**src/rtl/sys1_pkg.sv**
```systemverilog
// sys1_pkg
//   Shared constants for the System 1/2 main-board sound mailbox:
//   request-mode and overflow-policy selectors, STATUS bit positions
//   and a depth sanity helper used at elaboration.
package sys1_pkg;

  localparam int REQ_PULSE     = 0;
  localparam int REQ_LEVEL     = 1;

  localparam int OVF_DROP      = 0;
  localparam int OVF_OVERWRITE = 1;

  localparam int STATUS_OVF_BIT   = 7;
  localparam int STATUS_FULL_BIT  = 6;
  localparam int STATUS_EMPTY_BIT = 5;
  localparam int STATUS_COUNT_MSB = 4;
  localparam int STATUS_COUNT_LSB = 0;

  // FIFO depth must be a power of two between 2 and 16 so the pointers
  // wrap naturally and COUNT fits in the 5-bit STATUS field.
  function automatic bit is_valid_depth(input int d);
    return (d >= 2) && (d <= 16) && ((d & (d - 1)) == 0);
  endfunction

endpackage

```
**src/rtl/sys1_edge_det.sv**
```systemverilog
// sys1_edge_det
//   Rising-edge detector for a level strobe. A strobe held high for many
//   clocks produces a single-cycle 'rise' in the first cycle it is seen high.
//   Ports:
//     clk    in  system clock
//     rst    in  asynchronous active-high reset (clears the history)
//     in_sig in  strobe to qualify
//     rise   out in_sig & ~previous(in_sig), combinational
module sys1_edge_det (
  input  logic clk,
  input  logic rst,
  input  logic in_sig,
  output logic rise
);

  logic in_q;
  logic in_d;

  always_comb begin
    in_d = in_sig;
  end

  always_ff @(posedge clk or posedge rst) begin
    if (rst) begin
      in_q <= 1'b0;
    end else begin
      in_q <= in_d;
    end
  end

  assign rise = in_sig & ~in_q;

endmodule

```
**src/rtl/sys1_sound_mailbox.sv**
```systemverilog
// sys1_sound_mailbox
//   Main-CPU to sound-CPU command mailbox: an edge-qualified DEPTH-entry
//   FIFO with pulse/level request and drop/overwrite overflow handling.
//   Ports:
//     CLK40M  in   system clock
//     RESET   in   asynchronous active-high reset
//     WR_EN   in   decoded main-CPU write strobe (may be held)
//     WR_DATA in   command byte, sampled in the push cycle
//     RD_ACK  in   sound-CPU command-read strobe (may be held)
//     FLUSH   in   synchronous clear of contents and OVF
//     SNDNO   out  head (oldest) command, holds last value while empty
//     SNDRQ   out  request to the sound CPU (pulse or level)
//     EMPTY   out  FIFO empty
//     FULL    out  FIFO full
//     OVF     out  sticky overflow
//     STATUS  out  {OVF, FULL, EMPTY, COUNT[4:0]}
module sys1_sound_mailbox
  import sys1_pkg::*;
#(
  parameter int DATA_W     = 8,
  parameter int DEPTH      = 4,
  parameter int REQ_MODE   = 0,
  parameter int OVF_POLICY = 0
) (
  input  logic              CLK40M,
  input  logic              RESET,
  input  logic              WR_EN,
  input  logic [DATA_W-1:0] WR_DATA,
  input  logic              RD_ACK,
  input  logic              FLUSH,
  output logic [DATA_W-1:0] SNDNO,
  output logic              SNDRQ,
  output logic              EMPTY,
  output logic              FULL,
  output logic              OVF,
  output logic [7:0]        STATUS
);

  localparam int PTR_W = $clog2(DEPTH);
  localparam int CNT_W = PTR_W + 1;
  localparam logic [CNT_W-1:0] FULL_CNT = CNT_W'(DEPTH);
  localparam logic [CNT_W-1:0] ONE_CNT  = CNT_W'(1);

  if (!is_valid_depth(DEPTH)) begin : g_bad_depth
    $error("sys1_sound_mailbox: DEPTH must be a power of two in 2..16");
  end
  if ((REQ_MODE != REQ_PULSE) && (REQ_MODE != REQ_LEVEL)) begin : g_bad_req
    $error("sys1_sound_mailbox: REQ_MODE must be 0 or 1");
  end
  if ((OVF_POLICY != OVF_DROP) && (OVF_POLICY != OVF_OVERWRITE)) begin : g_bad_ovf
    $error("sys1_sound_mailbox: OVF_POLICY must be 0 or 1");
  end

  logic push;
  logic pop;

  sys1_edge_det u_wr_edge (
    .clk    (CLK40M),
    .rst    (RESET),
    .in_sig (WR_EN),
    .rise   (push)
  );

  sys1_edge_det u_rd_edge (
    .clk    (CLK40M),
    .rst    (RESET),
    .in_sig (RD_ACK),
    .rise   (pop)
  );

  logic [DATA_W-1:0] mem_q [DEPTH];
  logic [DATA_W-1:0] mem_d [DEPTH];
  logic [PTR_W-1:0]  wr_ptr_q, wr_ptr_d;
  logic [PTR_W-1:0]  rd_ptr_q, rd_ptr_d;
  logic [CNT_W-1:0]  count_q, count_d;
  logic              ovf_q, ovf_d;
  logic [DATA_W-1:0] sndno_q, sndno_d;
  logic              sndrq_q, sndrq_d;
  logic              empty_q, empty_d;
  logic              full_q, full_d;

  logic [PTR_W-1:0]  rd_next;
  logic [PTR_W-1:0]  wr_next;
  logic              q_empty;
  logic              q_full;
  logic              pop_eff;
  logic              new_head;

  always_comb begin
    rd_next  = rd_ptr_q + 1'b1;
    wr_next  = wr_ptr_q + 1'b1;
    q_empty  = (count_q == '0);
    q_full   = (count_q == FULL_CNT);
    pop_eff  = pop & ~q_empty;

    mem_d    = mem_q;
    wr_ptr_d = wr_ptr_q;
    rd_ptr_d = rd_ptr_q;
    count_d  = count_q;
    ovf_d    = ovf_q;
    sndno_d  = sndno_q;
    new_head = 1'b0;

    if (FLUSH) begin
      // Flush wins over any push/pop this cycle; SNDNO keeps its value.
      wr_ptr_d = '0;
      rd_ptr_d = '0;
      count_d  = '0;
      ovf_d    = 1'b0;
    end else if (push && pop_eff) begin
      // Simultaneous push and pop: count is unchanged, even when full.
      // With a single entry the new head is the word being written now.
      mem_d[wr_ptr_q] = WR_DATA;
      wr_ptr_d = wr_next;
      rd_ptr_d = rd_next;
      sndno_d  = (count_q == ONE_CNT) ? WR_DATA : mem_q[rd_next];
      new_head = 1'b1;
    end else if (push && q_empty) begin
      mem_d[wr_ptr_q] = WR_DATA;
      wr_ptr_d = wr_next;
      count_d  = count_q + 1'b1;
      sndno_d  = WR_DATA;
      new_head = 1'b1;
    end else if (push && q_full) begin
      ovf_d = 1'b1;
      if (OVF_POLICY == OVF_OVERWRITE) begin
        // When full wr_ptr == rd_ptr, so the oldest slot is overwritten
        // and the next-oldest entry becomes head.
        mem_d[wr_ptr_q] = WR_DATA;
        wr_ptr_d = wr_next;
        rd_ptr_d = rd_next;
        sndno_d  = mem_q[rd_next];
        new_head = 1'b1;
      end
    end else if (push) begin
      mem_d[wr_ptr_q] = WR_DATA;
      wr_ptr_d = wr_next;
      count_d  = count_q + 1'b1;
    end else if (pop_eff) begin
      rd_ptr_d = rd_next;
      count_d  = count_q - 1'b1;
      if (count_q != ONE_CNT) begin
        sndno_d  = mem_q[rd_next];
        new_head = 1'b1;
      end
    end

    empty_d = (count_d == '0);
    full_d  = (count_d == FULL_CNT);
    sndrq_d = (REQ_MODE == REQ_LEVEL) ? ~empty_d : new_head;
  end

  always_ff @(posedge CLK40M or posedge RESET) begin
    if (RESET) begin
      for (int i = 0; i < DEPTH; i++) begin
        mem_q[i] <= '0;
      end
      wr_ptr_q <= '0;
      rd_ptr_q <= '0;
      count_q  <= '0;
      ovf_q    <= 1'b0;
      sndno_q  <= '0;
      sndrq_q  <= 1'b0;
      empty_q  <= 1'b1;
      full_q   <= 1'b0;
    end else begin
      mem_q    <= mem_d;
      wr_ptr_q <= wr_ptr_d;
      rd_ptr_q <= rd_ptr_d;
      count_q  <= count_d;
      ovf_q    <= ovf_d;
      sndno_q  <= sndno_d;
      sndrq_q  <= sndrq_d;
      empty_q  <= empty_d;
      full_q   <= full_d;
    end
  end

  assign SNDNO = sndno_q;
  assign SNDRQ = sndrq_q;
  assign EMPTY = empty_q;
  assign FULL  = full_q;
  assign OVF   = ovf_q;

  always_comb begin
    STATUS = '0;
    STATUS[STATUS_OVF_BIT]   = ovf_q;
    STATUS[STATUS_FULL_BIT]  = full_q;
    STATUS[STATUS_EMPTY_BIT] = empty_q;
    STATUS[STATUS_COUNT_MSB:STATUS_COUNT_LSB] = 5'(count_q);
  end

endmodule

```
**config.mk**
```make
export PLATFORM = sky130hd
export DESIGN_NAME = sys1_sound_mailbox
export DESIGN_NICKNAME = d
export VERILOG_FILES = /design/src/rtl/sys1_pkg.sv /design/src/rtl/sys1_edge_det.sv /design/src/rtl/sys1_sound_mailbox.sv
export SDC_FILE = /design/constraint.sdc
export NUM_CORES = 1
export LEC_CHECK = 0
export CAP_MARGIN = 20
export CORE_UTILIZATION = 40
export CTS_BUF_LIST = sky130_fd_sc_hd__clkbuf_4 sky130_fd_sc_hd__clkbuf_8 sky130_fd_sc_hd__clkbuf_16
export DETAILED_ROUTE_END_ITERATION = 12
export PLACE_DENSITY_LB_ADDON = 0.25
export SYNTH_ARGS = -nofsm -noshare
export SYNTH_HDL_FRONTEND = slang
export SYNTH_SLANG_ARGS = --single-unit
```
**constraint.sdc**
```tcl
create_clock -name CLK40M -period 4.35 [get_ports CLK40M]
set_clock_uncertainty 0.1 [all_clocks]
set_input_delay 0.87 -clock CLK40M [delete_from_list [all_inputs] [get_ports CLK40M]]
set_output_delay 0.87 -clock CLK40M [all_outputs]
set_load 0.02 [all_outputs]
```
==> impl_metrics.toml <==
[clock_tree]
cts.repair_timing.setup_buffer_count = 0
cts-buffers-inserted = 5
clock_insertion_delay_worst_skew_ns = 0.31
clk_transition_reported_paths_ns = 0.10
cts_repair_resize_count = 0
cts.sinks = 53
cts.htree.levels = 2
cts_hold_buf = 0
clock_tree.root_cell = "sky130_fd_sc_hd__clkbuf_8"
max-clock-path-buffers = 2
tritoncts = "yes"

[die]
fp.coreArea_sq_um = 6460
floorplan.io_pins = 33
floorplan.die_area_sq_um = 7170
rows = 29
dieWidth_um = 84.7
floorplan.initialDensity_pct = 42.3
die_y_um = 84.7

[global_route]
global_route.overflow_total = 0
grt_max_degree = 42
grt_first_pass_wirelength_mm = 8.38
number_of_antenna_violations_at_the_first_check_in_global_routing = 0
grt_pass1_vias = 1663
gr-usage-all-layers_pct = 15.1

[synthesis]
post_synthesis_mean_instance_area_sq_um = 13.3
synthCells = 205
yosys_register_bits = 53
ys.warnings.count = 0
synth_area_sq_um = 2730
ys_types = 48
synth.yosys.seq_area_share_pct = 48.6

[sta]
maxSlewHeadroom_pct = 44.1
timing_worst_slew_pin_value_ns = 0.837
max_clock_freq_mhz = 374
final.setup.tns_ns = 0
fin_crit_sh_pct = 61.4
finalSetupViolations = 0
finalCriticalPeriod_ns = 2.67
rsz0062_at_grt = "no"
hold_violations = 0
number_of_pins_exceeding_their_max_slew_limit_in_the_final_report = 0

[critical_path]
timing_worst_setup_path_type = "in2reg"
worstPathArrival_ns = 2.77
crit_path_end_kind = "register"
worst_setup_path_start_kind = "input port"
crit_fanout = 9
critical_path_required_ns = 4.45
setup.reg_to_reg.worst_slack_ns = 1.90

[final_layout]
multiInputGateArea_sq_um = 1270
nets = 252
antenna-diode-count = 0
total_of_fill_cells_in_the_finished_design = 574
drive_above_1_share_pct = 28.9
register_area_sq_um = 1330
final_cells = 309
growth_of_design_area_from_synthesis_to_finish_pct = 15.0

[detailed_routing]
drt_iter0_drc = 34
drt.antenna.violating_nets = 0
routed_wirelength_mm = 4.93
post-route-drc-count = 0
firstDrtPassIters = 6
vias = 1633
vias_per_cell = 5.28
avg_wl_per_cell_um = 15.9

[run]
drv_cap = 0

[outcome]
outcome = "finished, final reports clean"

[place]
port_buffers = 30
dp.cells = 301
half_perimeter_wire_length_of_the_detailed_placement_result_mm = 3.37
routabilityCongestion = 0.814

[power]
power_per_cell_area_nw_per_um2 = 461
power.ir.vdd_worst_v = 0.000171
power.static_leakage_nw = 1.40

[worst_hold_path]
min-delay-path-class = "reg2reg"
==> power breakdown <==
part	switching (mW)	internal, mW	leakage, nW
clock	0.174	0.117	0.0423
combinational	0.230	0.263	0.675
sequential	0.0665	0.599	0.686
total	0.471	0.979	1.40
==> routing by layer <==
metal  vias to the layer above  part of all wire, %  track usage, %
met1                       815                   48            20.2
met2                        26                   48            24.5
met3                         4                  2.5            3.05
met5                         -                    0               0
li1                        788                    -               -
met4                         0                  1.4            5.55
==> per-stage QoR <==
stage | cell area, sq um | hold slack (ns) | worst slack (ns) | util, % | power [mW]
detailed placement | 3050 | 0.378 | 1.33 | 47.2 | 1.17
global placement | 3050 | 0.369 | 1.41 | 47.2 | 1.17
global route | 3140 | 0.412 | 1.51 | 48.7 | 1.54
finish | 3140 | 0.403 | 1.68 | 48.7 | 1.45
CTS | 3140 | 0.402 | 1.68 | 48.7 | 1.46
floorplan | 2740 | 0.356 | 2.10 | - | 1.01
==> cells by family (layout without fill, tap and decap cells) <==
group	Yosys count	in the layout	synth area share, %
muxes	56	56	27.4
DFF	53	53	48.6
and+or+nand+nor	32	32	6.54
AOI/OAI and AO/OA	29	29	8.06
buffers and inverters	24	50	5.03
adders and majority gates	8	8	3.66
xor gates and xnor gates	2	2	0.641
other	1	2	0.137
==> layout by cell type (no fill, tap or decap), types with 2 or more instances in the layout <==
cell,instances
sky130_fd_sc_hd__dfrtp_1,52
sky130_fd_sc_hd__nand2_2,4
sky130_fd_sc_hd__nand2b_1,2
sky130_fd_sc_hd__a211oi_1,2
sky130_fd_sc_hd__clkdlybuf4s50_1,30
sky130_fd_sc_hd__a21oi_1,5
sky130_fd_sc_hd__mux2_2,45
sky130_fd_sc_hd__buf_4,2
sky130_fd_sc_hd__clkbuf_8,5
sky130_fd_sc_hd__o21ai_0,7
sky130_fd_sc_hd__clkinvlp_4,2
sky130_fd_sc_hd__ha_1,8
sky130_fd_sc_hd__inv_1,9
sky130_fd_sc_hd__mux2i_1,2
sky130_fd_sc_hd__nor2b_1,3
sky130_fd_sc_hd__nand2_1,5
sky130_fd_sc_hd__nand3_1,3
sky130_fd_sc_hd__conb_1,2
sky130_fd_sc_hd__nor2_1,6
sky130_fd_sc_hd__mux4_1,8
==> synth_stat cells (all sizes together) <==
cell type | count | area (sq um)
mux2 | 46 | 518
a21oi | 6 | 41.3
a21o | 1 | 7.51
o2111ai | 1 | 8.76
nor3 | 1 | 5.00
nor2b | 3 | 18.8
o21ai | 8 | 40.0
a311oi | 1 | 8.76
mux2i | 2 | 20.0
o211a | 1 | 10.0
a211o | 1 | 8.76
buf | 11 | 88.8
o32ai | 1 | 8.76
xor2 | 1 | 8.76
ha | 8 | 100
a2bb2oi | 1 | 8.76
inv | 10 | 37.5
nor4 | 1 | 6.26
conb | 1 | 3.75
a211oi | 4 | 47.5
nand4 | 1 | 6.26
a221oi | 1 | 8.76
or2 | 1 | 6.26
and2 | 1 | 6.26
nand3 | 3 | 15.0
nand2b | 3 | 26.3
nand2 | 9 | 43.8
or3 | 1 | 7.51
a31oi | 1 | 6.26
or4 | 1 | 7.51
nor2 | 6 | 22.5
clkbuf | 3 | 11.3
xnor2 | 1 | 8.76
o21bai | 1 | 7.51
mux4 | 8 | 210
dfrtp | 52 | 1300
nand3b | 1 | 7.51
dfstp | 1 | 26.3
o211ai | 1 | 7.51
==> layout make-up <==
type / count / share of cell area (%)
Inverter: 10 / 1.19
Clock inverter: 3 / 0.836
Multi-Input combinational cell: 129 / 40.5
Clock buffer: 5 / 2.19
Tap cell: 77 / 3.06
Timing Repair Buffer: 32 / 10.0
Sequential cell: 53 / 42.2
==> worst paths after layout <==
kind                            startpoint   endpoint  cells past startpoint
worst max-delay path                RD_ACK   SNDNO[3]                      5
worst min-delay path             mem_q[15]  mem_q[15]                      1
worst max register to register  count_q[1]   SNDNO[3]                      6
worst min register to register   mem_q[15]  mem_q[15]                      1
max in group asynchronous            RESET   mem_q[7]                      3
min in group asynchronous            RESET       FULL                      2
==> registers in the layout, indices dropped and copies added, names as in the netlist <==
signal          cells
count_q             3
mem_q              32
EMPTY               1
rd_ptr_q            2
FULL                1
wr_ptr_q            2
u_wr_edge.in_q      1
SNDNO               8
u_rd_edge.in_q      1
SNDRQ               1
OVF                 1
==> worst max-delay path, cell delays in order <==
cell and delay [ns]:
sky130_fd_sc_hd__clkdlybuf4s50_1 0.52, sky130_fd_sc_hd__nor2b_1 0.46, sky130_fd_sc_hd__nand2_1 0.18, sky130_fd_sc_hd__a21oi_4 0.35
sky130_fd_sc_hd__mux2_2 0.38
(Power assumes the default switching activity.)
